**src/rtl/onehot_pkg.sv**
```systemverilog
// Shared types, constants and the one-hot helper for the sequenced decoder.
package onehot_pkg;

  typedef enum logic [1:0] {
    IDLE   = 2'd0,
    DIRECT = 2'd1,
    SCAN   = 2'd2
  } dec_state_t;

  localparam logic MODE_DIRECT = 1'b0;
  localparam logic MODE_SCAN   = 1'b1;

  // Widest select word the helper can build (2**6 lines for CODE_W = 6).
  localparam int MAX_OUT_W = 64;

  // Active-high one-hot vector: bit idx set when idx < width, all zero otherwise.
  function automatic logic [MAX_OUT_W-1:0] onehot(input int unsigned idx,
                                                  input int unsigned width);
    logic [MAX_OUT_W-1:0] v;
    v = '0;
    for (int unsigned i = 0; i < MAX_OUT_W; i++) begin
      if ((i < width) && (i == idx)) begin
        v[i] = 1'b1;
      end else begin
        v[i] = 1'b0;
      end
    end
    return v;
  endfunction

endpackage

```
**src/rtl/onehot_decoder_seq_prescaler.sv**
```systemverilog
// Divide-by-DIV tick generator that paces SCAN-mode index advances.
module tick_prescaler #(
  parameter int DIV = 4
) (
  input  logic clk,
  input  logic rst,
  input  logic clr,
  input  logic en,
  output logic tick
);

  // Counter is wide enough to hold DIV itself, so DIV-1 never aliases.
  localparam int             CW   = $clog2(DIV + 1);
  localparam logic [CW-1:0]  LAST = CW'(DIV - 1);

  logic [CW-1:0] r_cnt;

  // Tick is asserted on the last count of each period while counting is enabled.
  assign tick = en && (r_cnt == LAST);

  // Count 0..DIV-1 while enabled; clear forces the count back to zero.
  always_ff @(posedge clk) begin
    if (rst) begin
      r_cnt <= '0;
    end else if (clr) begin
      r_cnt <= '0;
    end else if (en) begin
      r_cnt <= tick ? '0 : (r_cnt + CW'(1));
    end else begin
      r_cnt <= r_cnt;
    end
  end

endmodule

```
**src/rtl/onehot_decoder_seq.sv**
```systemverilog
// Registered one-hot select generator with DIRECT (handshake) and SCAN (auto-step) modes.
module onehot_decoder_seq
  import onehot_pkg::*;
#(
  parameter int CODE_W     = 3,
  parameter int OUT_W      = 8,
  parameter int SCAN_DIV   = 4,
  parameter bit ACTIVE_LOW = 1'b0
) (
  input  logic              clk,
  input  logic              rst,
  input  logic              en_i,
  input  logic              mode_i,
  input  logic [CODE_W-1:0] code_i,
  input  logic              code_valid_i,
  output logic              code_ready_o,
  output logic [OUT_W-1:0]  q_o,
  output logic [CODE_W-1:0] idx_o,
  output logic              step_o,
  output logic              err_o
);

  // Index compare/increment carry one extra bit so OUT_W itself is representable.
  localparam int             IW       = CODE_W + 1;
  localparam logic [IW-1:0]  OUT_W_X  = IW'(OUT_W);
  localparam logic [OUT_W-1:0] POL_MASK = {OUT_W{ACTIVE_LOW}};

  dec_state_t           r_state;
  logic [CODE_W-1:0]    r_idx;
  logic                 r_err;
  logic                 r_step;
  logic [OUT_W-1:0]     r_q;

  dec_state_t           w_state_nxt;
  logic [CODE_W-1:0]    w_idx_nxt;
  logic                 w_err_nxt;
  logic                 w_code_oob;
  logic [IW-1:0]        w_idx_inc;
  logic [CODE_W-1:0]    w_idx_wrap;
  logic                 w_pre_en;
  logic                 w_pre_clr;
  logic                 w_tick;
  logic [MAX_OUT_W-1:0] w_hot_full;
  logic [OUT_W-1:0]     w_hot;
  logic [OUT_W-1:0]     w_q_nxt;

  // Prescaler only runs while actively scanning; anything else holds it at zero.
  assign w_pre_en  = (r_state == SCAN) && en_i;
  assign w_pre_clr = !w_pre_en;

  tick_prescaler #(
    .DIV (SCAN_DIV)
  ) u_prescaler (
    .clk  (clk),
    .rst  (rst),
    .clr  (w_pre_clr),
    .en   (w_pre_en),
    .tick (w_tick)
  );

  // Range check and wrap-at-OUT_W increment, done one bit wider than the index.
  assign w_code_oob = ({1'b0, code_i} >= OUT_W_X);
  assign w_idx_inc  = {1'b0, r_idx} + IW'(1);
  assign w_idx_wrap = (w_idx_inc >= OUT_W_X) ? '0 : w_idx_inc[CODE_W-1:0];

  // Ready depends only on the current state, so a code is never accepted in IDLE or SCAN.
  assign code_ready_o = (r_state == DIRECT);

  // Next state, index and error flag; mode_i is only looked at when leaving IDLE.
  always_comb begin
    w_state_nxt = r_state;
    w_idx_nxt   = r_idx;
    w_err_nxt   = r_err;
    case (r_state)
      IDLE: begin
        if (en_i) begin
          if (mode_i == MODE_SCAN) begin
            w_state_nxt = SCAN;
            w_idx_nxt   = '0;
          end else begin
            w_state_nxt = DIRECT;
          end
        end else begin
          w_state_nxt = IDLE;
        end
      end
      DIRECT: begin
        if (!en_i) begin
          w_state_nxt = IDLE;
        end else if (code_valid_i) begin
          if (w_code_oob) begin
            w_err_nxt = 1'b1;
          end else begin
            w_idx_nxt = code_i;
          end
        end else begin
          w_idx_nxt = r_idx;
        end
      end
      SCAN: begin
        if (!en_i) begin
          w_state_nxt = IDLE;
        end else if (w_tick) begin
          w_idx_nxt = w_idx_wrap;
        end else begin
          w_idx_nxt = r_idx;
        end
      end
      default: begin
        w_state_nxt = IDLE;
      end
    endcase
  end

  // Select word is built from the next index so q_o always agrees with idx_o.
  assign w_hot_full = onehot(32'(w_idx_nxt), 32'(OUT_W));
  assign w_hot      = w_hot_full[OUT_W-1:0];
  assign w_q_nxt    = ((w_state_nxt == IDLE) ? '0 : w_hot) ^ POL_MASK;

  generate
    if (OUT_W < MAX_OUT_W) begin : g_unused_hot
      logic w_unused_hot;
      assign w_unused_hot = |w_hot_full[MAX_OUT_W-1:OUT_W];
    end
  endgenerate

  // State and all outputs are registered together; reset wins over every input.
  always_ff @(posedge clk) begin
    if (rst) begin
      r_state <= IDLE;
      r_idx   <= '0;
      r_err   <= 1'b0;
      r_step  <= 1'b0;
      r_q     <= POL_MASK;
    end else begin
      r_state <= w_state_nxt;
      r_idx   <= w_idx_nxt;
      r_err   <= w_err_nxt;
      r_step  <= w_tick;
      r_q     <= w_q_nxt;
    end
  end

  assign q_o    = r_q;
  assign idx_o  = r_idx;
  assign step_o = r_step;
  assign err_o  = r_err;

endmodule

```
**config.mk**
```make
export PLATFORM = sky130hd
export DESIGN_NAME = onehot_decoder_seq
export DESIGN_NICKNAME = d
export VERILOG_FILES = /design/src/rtl/onehot_pkg.sv /design/src/rtl/onehot_decoder_seq_prescaler.sv /design/src/rtl/onehot_decoder_seq.sv
export SDC_FILE = /design/constraint.sdc
export NUM_CORES = 1
export LEC_CHECK = 0
export BUFFER_PORTS_ARGS = -buffer_cell sky130_fd_sc_hd__buf_2
export CORE_MARGIN = 3
export CORE_UTILIZATION = 48
export CTS_CLUSTER_DIAMETER = 100
export DETAILED_ROUTE_END_ITERATION = 10
export HOLD_SLACK_MARGIN = 0.06
export MAX_ROUTING_LAYER = met4
export PLACE_DENSITY = 0.83
export RECOVER_POWER = 50
export SLEW_MARGIN = 25
export SYNTH_ARGS = -nofsm -noshare
export SYNTH_HDL_FRONTEND = slang
export SYNTH_SLANG_ARGS = --single-unit
export TNS_END_PERCENT = 10
```
**constraint.sdc**
```tcl
create_clock -name clk -period 2.7 [get_ports clk]
set_input_delay 0.54 -clock clk [delete_from_list [all_inputs] [get_ports clk]]
set_output_delay 0.54 -clock clk [all_outputs]
set_load 0.1 [all_outputs]
```
* Word level (Yosys, flattened, before mapping)
Index checks and enable logic that the tools add are counted.
** Cells by class
- Add/sub/neg operators :: 2
- Magnitude comparators :: 1
- Equality and inequality tests :: 10
- Mux-type cells :: 20
- Bitwise logic cells :: 1
- Reductions and logical operators :: 8
** Operators with widths (count)
- $mux W3 :: 7
- $eq A3 B3 Y1 const A :: 4
- $pmux W3 S3 :: 1
- $mux W1 :: 8
- $eq A2 B3 Y1 const A :: 2
- $mux W2 :: 3
- $add A3 B1 Y4 const B :: 1
- $ge A4 B4 Y1 const B :: 1
- $logic_not A2 Y1 :: 2
- $pmux W2 S2 :: 1
- $reduce_or A2 Y1 :: 2
- $add A3 B1 Y3 const B :: 1
- $eq A1 B3 Y1 const A :: 1
- $eq A3 B2 Y1 const B :: 1
- $logic_not A3 Y1 :: 1
- $reduce_or A3 Y1 :: 1
- $eq A2 B1 Y1 const B :: 1
- $eq A2 B2 Y1 const B :: 1
- $logic_and A1 B1 Y1 :: 2
- $not A1 Y1 :: 1
** Storage, ports and cells
- Register bits :: 17
- Bits of input ports :: 8

* Logic depth before layout (Yosys ltp)
Gate-level depths: netlist (run 1).
- Word-level depth :: 8
- Gate-level depth with buffers :: 7
- Gate-level depth less buffers :: 7

* Modules after synthesis
A second synthesis (run 1) with hierarchy kept.
** Unflattened totals
- Cell total of the unflattened synthesis :: 82
- Area, all modules :: 790.8 µm²
** By module, submodules not included
- onehot_decoder_seq :: instances 1, cells an instance 68, area an instance 658.1 µm²
- tick_prescaler :: instances 1, cells an instance 14, area an instance 132.6 µm²

* Least setup slack after synthesis (run 1)
No wires, ideal clock.
- Path type :: register -> register
- Start :: reg r_state[1]
- End :: reg r_q[1], in the netlist q_o[1]
- Library setup time :: 143 ps
- Arrival time :: 2512 ps
- Data required time :: 2557 ps
- Setup slack :: 45 ps
- Stages on the path, launching flop included :: 8
- Path buffers :: 0
- Clock period less this slack :: 2655 ps
- Cell sequence :: dfxtp_1 inv_1 ha_1 nor2b_1 or4_4 or2_4 a221oi_1 nor3_1
** Between the ends
- Elaborated cells on any way between the ends :: 15
- Those cells by class :: eq/ne (3); mux (6); reduce/logical (6)
** RTL lines
- start: declaration :: line onehot_decoder_seq.sv:28 : dec_state_t r_state;
- start signal: assignment :: line onehot_decoder_seq.sv:136 : r_state <= w_state_nxt;
- $eq A2 B1 Y1 (*)
- net code_ready_o :: line onehot_decoder_seq.sv:16 : output logic code_ready_o,
- $reduce_or A2 Y1 (no line)
- $pmux W2 S2 :: line onehot_decoder_seq.sv:74 : case (r_state)
- $logic_not A2 Y1 :: line onehot_decoder_seq.sv:118 : assign w_q_nxt = ((w_state_nxt == IDLE) ? '0 : w_hot) ^ POL_MASK;
- $reduce_or A2 Y1 (no line)
- end signal: assignment :: line onehot_decoder_seq.sv:140 : r_q <= w_q_nxt;
- end: declaration :: line onehot_decoder_seq.sv:32 : logic [OUT_W-1:0] r_q;
Mark *: on every way through the listed nets, which the timed path passes. The rest lies on a longest branch.
A chain may end at the register's enable or synchronous reset.

* Worst setup path in the final report (run 1)
- Start :: reg r_state[0]
- End :: reg r_q[1], in the netlist q_o[1]
** Between the ends
- Longest elaborated chain between the ends :: 8
- Elaborated cells on any way between the ends :: 15
- Those cells by class :: eq/ne (3); mux (6); reduce/logical (6)
** Ends and longest elaborated chain
- $eq A2 B2 Y1 :: line onehot_decoder_seq.sv:48, onehot_decoder_seq.sv:74
- $logic_and A1 B1 Y1 :: line onehot_decoder_seq.sv:48 : assign w_pre_en = (r_state == SCAN) && en_i;
- $logic_and A1 B1 Y1 :: line onehot_decoder_seq_prescaler.sv:19 : assign tick = en && (r_cnt == LAST);
- $mux W3 :: line onehot_decoder_seq.sv:103 : end else if (w_tick) begin
- $mux W3 :: line onehot_decoder_seq.sv:101 : if (!en_i) begin
- $pmux W3 S3 :: line onehot_decoder_seq.sv:74
- $eq A1 B3 Y1 :: line onehot_pkg.sv:22 : if ((i < width) && (i == idx)) begin
- $mux W1 :: line onehot_pkg.sv:22
Parallel ways exist; a longest one is shown, timed or not.

==> results.tsv, run 1 <==
metric	value	unit
run status	completed	
worst reg2reg startpoint	r_state[0]	
Worst EP required	2900	ps
Placer Congestion	0.793	
Final Core Density	63.9	%
Syn Inst Count	77	
post-DP HPWL	1.20	mm
worst min-delay path class	reg -> reg	
PnR Total Power	0.000448	W
DRT iter0 DRCs	13	
antenna viol nets, final	0	
Reg2Reg Setup Slack	230	ps
buffers added on ports	20	
root buf cell	clkbuf_4	
first-pass GRT wire length	2.51	mm
CP endpoint kind	register	
largest net degree at the start of global routing	11	
global route total overflow	0	
sw frac	26.8	%
Clock Power Share	28.5	%
Die W	45.8	µm
max frequency	0.404	GHz
peak supply drop	0.285	mV
Reg power frac	57.3	%
Crit Path Category	reg -> reg	
Lkg Pwr	0.382	nW
P_int	0.000328	W
post-synth cell types	30	
Die Y-Extent	45.8	µm
r2r worst-path depth	7	
Startpoint Class	register	
Mapped Area	762	µm²
clock-pin slew on the worst setup and hold paths	90	ps
final net count	116	
share of layout cells above drive strength 1	19.0	%
maximum clock insertion buffer count	2	
Post-Place Cell Area	877	µm²
vias post-DR	653	
post_cts resized	0	
# setup viols final	0	
Seq/Total Area, Yosys	44.7	%
CP max stage delay	510	ps
total global-route track usage	17.8	%
DRC viols	0	
Ant. Diodes	0	
hold_sp	u_prescaler.r_cnt[0]	
minimum clock period	2470	ps
Initial Util	54.5	%
crit-path cells	inv_1 -> ha_1 -> nor2b_1 -> or4_4 -> or2_4 -> a2111o_1 -> nor3_1	
Clock Skews	10.4	ps
crit path DAT	2670	ps
slowest CP cell	or4_4	
Placed Cells incl. Taps	111	
Max-slew headroom	22.2	%
DR pass1 iterations	4	
net count after synthesis	92	
Ports	22	
Logic pwr share	14.2	%
syn_area_per_cell	9.90	µm²
vias in the first global route	593	
routed length per instance	13.1	µm
Worst Tran Pin Value	1170	ps
final cycle utilization of the critical path	91.6	%
flops & latches, synth	17	
CTS tree	done	
Yosys warning total	0	
total of max-cap violations	0	
total wire length	1.51	mm
Worst Path Max Fanout	5	
DR vias/cell	5.68	
Post-CTS Hold Buffers	0	
FF-to-FF End	q_o[1]	
clk sinks	17	
unrepaired setup endpoints after global routing	false	
core area	1400	µm²
fin cells	115	
Final Hold Viols	0	
Slew Limit Fails	0	
setup TNS	0	ps
Power Dens Cells	502	nW/µm²
net switching power	0.000120	W
P&R area growth vs syn	17.2	%
worst hold endpoint	u_prescaler.r_cnt[0]	
Worst-Skew Late Latency	290	ps
fin area	893	µm²
post-CTS setup buffer count	0	
initial antenna violation count	0	
Rows	13	
Worst Hold Path Cells	1	
Die ar.	2100	µm²
H-tree depth	1	
Num CTS Buffers	3	
==> state kept, by name, indices dropped and copies added (netlist names) <==
signal,cells
q_o,8
step_o,1
u_prescaler.r_cnt,3
idx_o,3
r_state,2
==> cell families (layout without fill, tap and decap cells) <==
kind of cell    after synthesis  count (layout)  synth area share, %
compound gates               13              13                 15.4
fa+ha+maj                     7               7                 11.5
flops                        17              17                 44.7
buf+inv                       5              28                 2.96
other cells                   1               1                0.492
simple gates                 34              34                 25.0
==> metal layers <==
metal	wire (µm)	track usage, %	vias to the layer above
met5	0	-	-
met4	35	11.9	0
met3	102	7.51	4
met2	752	27.5	22
met1	618	18.2	300
li1	-	-	327
==> power groups by stage <==
| stage | Sequential, W | Combinational (W) | Clock (W) |
|---|---|---|---|
| after detailed placement | 0.000263 | 0.0000635 | 0 |
| after CTS | 0.000257 | 0.0000636 | 0.000134 |
| after floorplan | 0.000274 | 0.0000392 | 0 |
| after global routing | 0.000257 | 0.0000684 | 0.000143 |
| after global placement | 0.000262 | 0.0000628 | 0 |
| final | 0.000257 | 0.0000636 | 0.000128 |
==> worst max-delay path by stage <==
stage	end	from	slack [ps]
after global placement	q_o[1]	r_state[0]	290
after floorplan	q_o[1]	r_state[1]	50
after CTS	q_o[1]	u_prescaler.r_cnt[0]	210
after detailed placement	q_o[1]	u_prescaler.r_cnt[0]	260
after global routing	q_o[1]	r_state[0]	60
final	q_o[1]	r_state[0]	230
==> cells in the final DEF (no fill, tap or decap), drive strengths merged, types with 2 or more instances in the layout <==
master  netlist  layout
dfxtp        17      17
nand2         3       3
nor4          2       2
nor2b         2       2
ha            7       7
nor2          8       8
nor3         10      10
clkbuf        1      12
inv           3       3
buf           1      12
nor4b         2       2
a21oi         2       2
a22oi         2       2
==> critical path: cells and delay by family (launching register included) <==
family / cells / cell delay, ps
adders and majority gates: 1 / 240
and+or+nand+nor: 4 / 1170
AOI/OAI and AO/OA: 1 / 480
buffers and inverters: 1 / 90
DFF: 1 / 410
==> layout make-up <==
| type | instances | area, µm² |
|---|---|---|
| repair buffers | 21 | 96.3 |
| clock buffers | 3 | 22.5 |
| well taps | 15 | 18.8 |
| inverters | 3 | 11.3 |
| fillers | 125 | 505 |
| clock inverters | 1 | 5.00 |
| flip-flops and latches | 17 | 340 |
| multi-input cells | 55 | 399 |
==> synth_stat cells <==
cell type,number,area (µm²)
nor4b_1,2,17.5
nand2_1,3,11.3
o21ai_0,1,5.00
dfxtp_1,17,340
a2111oi_4,1,27.5
and2b_1,1,7.51
and2_1,1,6.26
a21oi_1,2,10.0
a221o_1,1,10.0
a21o_1,1,7.51
clkbuf_1,1,3.75
a22oi_1,2,15.0
nand3b_1,1,7.51
conb_1,1,3.75
inv_1,3,11.3
nor4_1,2,12.5
a221oi_1,1,8.76
a2111o_1,1,11.3
and4b_1,1,10.0
nand3_1,1,5.00
or4_4,1,11.3
or2_4,1,8.76
o211ai_1,1,7.51
o21a_1,1,7.51
nor3_1,10,50.1
a211oi_1,1,7.51
ha_1,7,87.6
nor2b_1,2,12.5
buf_4,1,7.51
nor2_1,8,30.0
==> metrics by stage <==
| stage | hold WS [ps] | setup slack (ps) |
|---|---|---|
| final | 441 | 226 |
| after global routing | 478 | 64.5 |
| after CTS | 450 | 209 |
| after detailed placement | 436 | 260 |
| after global placement | 413 | 287 |
| after floorplan | 406 | 45.3 |
No activity file was read; power rests on OpenSTA's default activity.
==> run 2: changes to the inputs <==
--- a/config.mk
+++ b/config.mk
@@ -13,7 +13,7 @@
 export HOLD_SLACK_MARGIN = 0.06
 export MAX_ROUTING_LAYER = met4
 export PLACE_DENSITY = 0.83
-export RECOVER_POWER = 50
+export RECOVER_POWER = 100
 export SLEW_MARGIN = 25
 export SYNTH_ARGS = -nofsm -noshare
 export SYNTH_HDL_FRONTEND = slang
==> results.tsv, run 2 (synthesis results as in run 1) <==
metric	value	unit	change
DR vias/cell	5.57		-1.8%
Worst-Skew Late Latency	290	ps	about the same
Largest register FFs	8		unchanged
maximum clock insertion buffer count	2		unchanged
Startpoint Class	register		
PnR Total Power	0.000446	W	-0.52%
r2r worst-path depth	7		unchanged
first-pass GRT wire length	2.51	mm	unchanged
Placer Congestion	0.793		unchanged
Die ar.	2100	µm²	unchanged
post-DP HPWL	1.20	mm	unchanged
Reg2Reg Setup Slack	210	ps	-20 ps
largest net degree at the start of global routing	11		unchanged
Slew Limit Fails	0		unchanged
worst hold endpoint	u_prescaler.r_cnt[0]		
root buf cell	clkbuf_4		
Worst Hold Path Cells	1		unchanged
Worst Tran Pin Value	1170	ps	-0.956 ps
final net count	116		unchanged
setup TNS	0	ps	unchanged
Die W	45.8	µm	unchanged
hold_sp	u_prescaler.r_cnt[0]		
DRT iter0 DRCs	17		+4
unrepaired setup endpoints after global routing	false		
clock-pin slew on the worst setup and hold paths	90	ps	about the same
Initial Util	54.5	%	unchanged
Post-CTS Hold Buffers	0		unchanged
share of layout cells above drive strength 1	13.0	%	-6.0 points
# setup viols final	0		unchanged
global route total overflow	0		unchanged
Final Hold Viols	0		unchanged
Num CTS Buffers	3		unchanged
worst min-delay path class	reg -> reg		
Max-slew headroom	22.2	%	+0.064 points
DR pass1 iterations	4		unchanged
Die Y-Extent	45.8	µm	unchanged
core area	1400	µm²	unchanged
minimum clock period	2490	ps	+18.6 ps
total global-route track usage	17.8	%	unchanged
initial antenna violation count	0		unchanged
commonest cells after routing, fill and taps aside	17 x dfxtp_1, 14 x clkbuf_1, 10 x nor3_1, 8 x nor2_1		
routed length per instance	13.0	µm	-0.86%
post_cts resized	0		unchanged
buffers added on ports	20		unchanged
worst reg2reg startpoint	r_state[0]		
max frequency	0.401	GHz	-0.74%
Ant. Diodes	0		unchanged
FF-to-FF End	q_o[1]		
CP endpoint kind	register		
vias post-DR	641		-1.8%
vias in the first global route	593		unchanged
peak supply drop	0.285	mV	about the same
Worst EP required	2900	ps	about the same
post-CTS setup buffer count	0		unchanged
CTS tree	done		
Rows	13		unchanged
crit path DAT	2690	ps	+20 ps
Crit Path Category	reg -> reg		
antenna viol nets, final	0		unchanged
run status	completed		
Lkg Pwr	0.362	nW	-5.4%
DRC viols	0		unchanged
clk sinks	17		unchanged
total wire length	1.50	mm	-0.86%
final cycle utilization of the critical path	92.3	%	+0.69 points
H-tree depth	1		unchanged
P&R area growth vs syn	15.6	%	
Power Dens Cells	506	nW/µm²	+0.89%
Clock Skews	10.4	ps	-0.00940 ps
Ports	22		unchanged
Worst Path Max Fanout	5		unchanged
most common library cell in the layout ignoring fill and taps	dfxtp_1		
total of max-cap violations	0		unchanged
-- run 2: final cells by class --
cell class / instances / area (µm²)
clock buffers: 3 / 22.5
multi-input cells: 55 / 395
well taps: 15 / 18.8
inverters: 3 / 11.3
fillers: 130 / 518
flip-flops and latches: 17 / 340
clock inverters: 1 / 5.00
repair buffers: 21 / 87.6
-- run 2: routing by layer --
metal	up-vias	part of all wire (%)	GRT usage [%]
li1	329	-	-
met1	292	42	18.2
met2	16	50	27.5
met3	4	5.6	7.51
met4	0	2.3	11.9
met5	-	0	-
-- run 2: worst max-delay path: stages (launching register included) --
cell and delay [ps]:
dfxtp_1 420, inv_1 90, ha_1 240, nor2b_1 160, or4_1 530, or2_4 300
a2111o_1 480, nor3_1 210
-- run 2: stage by stage --
stage               util [%]  std cells  worst slack (ps)  hold slack, ps  instance area, µm²
finish                  63.0        115               207             442                 881
global route            63.0        115              35.4             478                 881
CTS                     64.7        115               209             450                 905
detailed placement      62.7        111               260             436                 877
global placement        62.7        111               287             413                 877
floorplan                  -         77              45.3             406                 762
-- run 2: worst max-delay path by stage --
stage | from | to | slack (ps) | depth (start not counted)
2_1_floorplan | r_state[1] | q_o[1] | 50 | 7
3_3_place_gp | r_state[0] | q_o[1] | 290 | 7
3_5_place_dp | u_prescaler.r_cnt[0] | q_o[1] | 260 | 7
4_1_cts | u_prescaler.r_cnt[0] | q_o[1] | 210 | 7
5_1_grt | r_state[0] | q_o[1] | 40 | 7
6_report | r_state[0] | q_o[1] | 210 | 7
-- run 2: power breakdown --
group          internal, W   total, W  leakage [nW]  switching [W]
sequential        0.000254   0.000257         0.137     0.00000294
combinational    0.0000170  0.0000614         0.207      0.0000443
clock            0.0000551   0.000128        0.0177      0.0000726
total             0.000326   0.000446         0.362       0.000120
==> run 3: changes to the inputs <==
--- a/config.mk
+++ b/config.mk
@@ -12,7 +12,7 @@
 export DETAILED_ROUTE_END_ITERATION = 10
 export HOLD_SLACK_MARGIN = 0.06
 export MAX_ROUTING_LAYER = met4
-export PLACE_DENSITY = 0.83
+export PLACE_DENSITY = 0.73
 export RECOVER_POWER = 100
 export SLEW_MARGIN = 25
 export SYNTH_ARGS = -nofsm -noshare
==> results.tsv, run 3 (synthesis results as in run 1) <==
metric	value	unit	change
most common library cell in the layout ignoring fill and taps	dfxtp_1		
Num CTS Buffers	3		unchanged
Lkg Pwr	0.359	nW	-0.75%
DR pass1 iterations	4		unchanged
vias in the first global route	570		-3.9%
Worst Path Max Fanout	5		unchanged
core area	1400	µm²	unchanged
largest net degree at the start of global routing	10		-1
Max-slew headroom	22.6	%	+0.32 points
post-CTS setup buffer count	0		unchanged
run status	completed		
clk sinks	17		unchanged
buffers added on ports	20		unchanged
Clock Skews	1.32	ps	-9.06 ps
max frequency	0.410	GHz	+2.2%
Worst Tran Pin Value	1170	ps	-4.80 ps
Rows	13		unchanged
root buf cell	clkbuf_4		
Worst-Skew Late Latency	280	ps	about the same
initial antenna violation count	0		unchanged
setup TNS	0	ps	unchanged
Initial Util	54.5	%	unchanged
net switching power	0.000115	W	-4.5%
routed length per instance	12.6	µm	-3.3%
Reg power frac	58.0	%	+0.4 points
P&R area growth vs syn	15.4	%	
Worst EP required	2900	ps	about the same
# setup viols final	0		unchanged
H-tree depth	1		unchanged
Post-CTS Hold Buffers	0		unchanged
worst min-delay path class	reg -> reg		
peak supply drop	0.395	mV	+39%
Crit Path Category	reg -> reg		
Largest register FFs	8		unchanged
Startpoint Class	register		
Ant. Diodes	0		unchanged
DR vias/cell	5.46		-2.0%
Ports	22		unchanged
global route total overflow	0		unchanged
minimum clock period	2440	ps	-52.7 ps
Power Dens Cells	503	nW/µm²	-0.57%
clock-pin slew on the worst setup and hold paths	80	ps	about the same
sw frac	25.9	%	-1.0 points
Die W	45.8	µm	unchanged
Clock Power Share	28.2	%	-0.4 points
Reg2Reg Setup Slack	260	ps	+50 ps
final net count	116		unchanged
unrepaired setup endpoints after global routing	false		
post-DP HPWL	1.14	mm	-5.0%
CTS tree	done		
first-pass GRT wire length	2.41	mm	-4.1%
commonest cells after routing, fill and taps aside	17 x dfxtp_1, 15 x clkbuf_1, 10 x nor3_1, 8 x nor2_1		
crit path DAT	2640	ps	-50 ps
total global-route track usage	16.5	%	-1.3 points
total wire length	1.45	mm	-3.3%
Slew Limit Fails	0		unchanged
post_cts resized	0		unchanged
share of layout cells above drive strength 1	12.0	%	-1.0 points
Logic pwr share	13.9	%	about the same
Die ar.	2100	µm²	unchanged
DRT iter0 DRCs	13		-4
P_int	0.000328	W	+0.67%
total of max-cap violations	0		unchanged
DRC viols	0		unchanged
antenna viol nets, final	0		unchanged
CP endpoint kind	register		
final cycle utilization of the critical path	90.4	%	-2.0 points
Final Hold Viols	0		unchanged
vias post-DR	628		-2.0%
Placer Congestion	0.746		-5.9%
Die Y-Extent	45.8	µm	unchanged
PnR Total Power	0.000443	W	-0.71%
maximum clock insertion buffer count	2		unchanged
## run 3: cell count changes in the layout (fill, tap and decap cells not counted)
cell / previous run / this run
clkbuf_1: 14 / 15
clkinv_2: 1 / 0
## run 3: layout make-up
cell class,instances,area (µm²)
inverter,3,11.3
fill,134,519
tap,15,18.8
sequential,17,340
multi-input combinational,55,395
timing repair buffer,21,87.6
clock buffer,4,26.3
## run 3: final timing paths
kind | startpoint | to | cells past startpoint
setup / recovery | r_state[0] | q_o[0] | 7
setup reg to reg | r_state[0] | q_o[0] | 7
hold / removal | u_prescaler.r_cnt[0] | u_prescaler.r_cnt[0] | 1
hold reg to reg | u_prescaler.r_cnt[0] | u_prescaler.r_cnt[0] | 1
## run 3: per-stage QoR
stage / utilization [%] / cells / hold WS [ps] / instance area, µm² / worst slack, ps
global placement: 62.7 / 111 / 415 / 877 / 321
global route: 62.9 / 115 / 451 / 880 / 77.1
detailed placement: 62.7 / 111 / 427 / 877 / 293
finish: 62.9 / 115 / 437 / 880 / 260
CTS: 64.6 / 115 / 440 / 903 / 273
floorplan: - / 77 / 406 / 762 / 45.3
## run 3: power by group through the flow
stage / sequential, W / clock, W / combinational (W)
3_5_place_dp: 0.000263 / 0 / 0.0000634
4_1_cts: 0.000257 / 0.000132 / 0.0000636
2_1_floorplan: 0.000274 / 0 / 0.0000392
5_1_grt: 0.000257 / 0.000147 / 0.0000662
6_report: 0.000257 / 0.000125 / 0.0000613
3_3_place_gp: 0.000262 / 0 / 0.0000631
## run 3: critical path: stages (launching register included)
cell	delay, ps
dfxtp_1	420
inv_1	90
ha_1	240
nor2b_1	160
or4_1	520
or2_4	290
a2111o_1	470
nor3_1	180
## run 3: routing by layer
| layer | vias up | track usage (%) | part of all wire (%) |
|---|---|---|---|
| li1 | 327 | - | - |
| met1 | 283 | 19.6 | 45 |
| met2 | 16 | 25.0 | 48 |
| met3 | 2 | 7.11 | 5.5 |
| met4 | 0 | 5.11 | 0.76 |
| met5 | - | - | 0 |
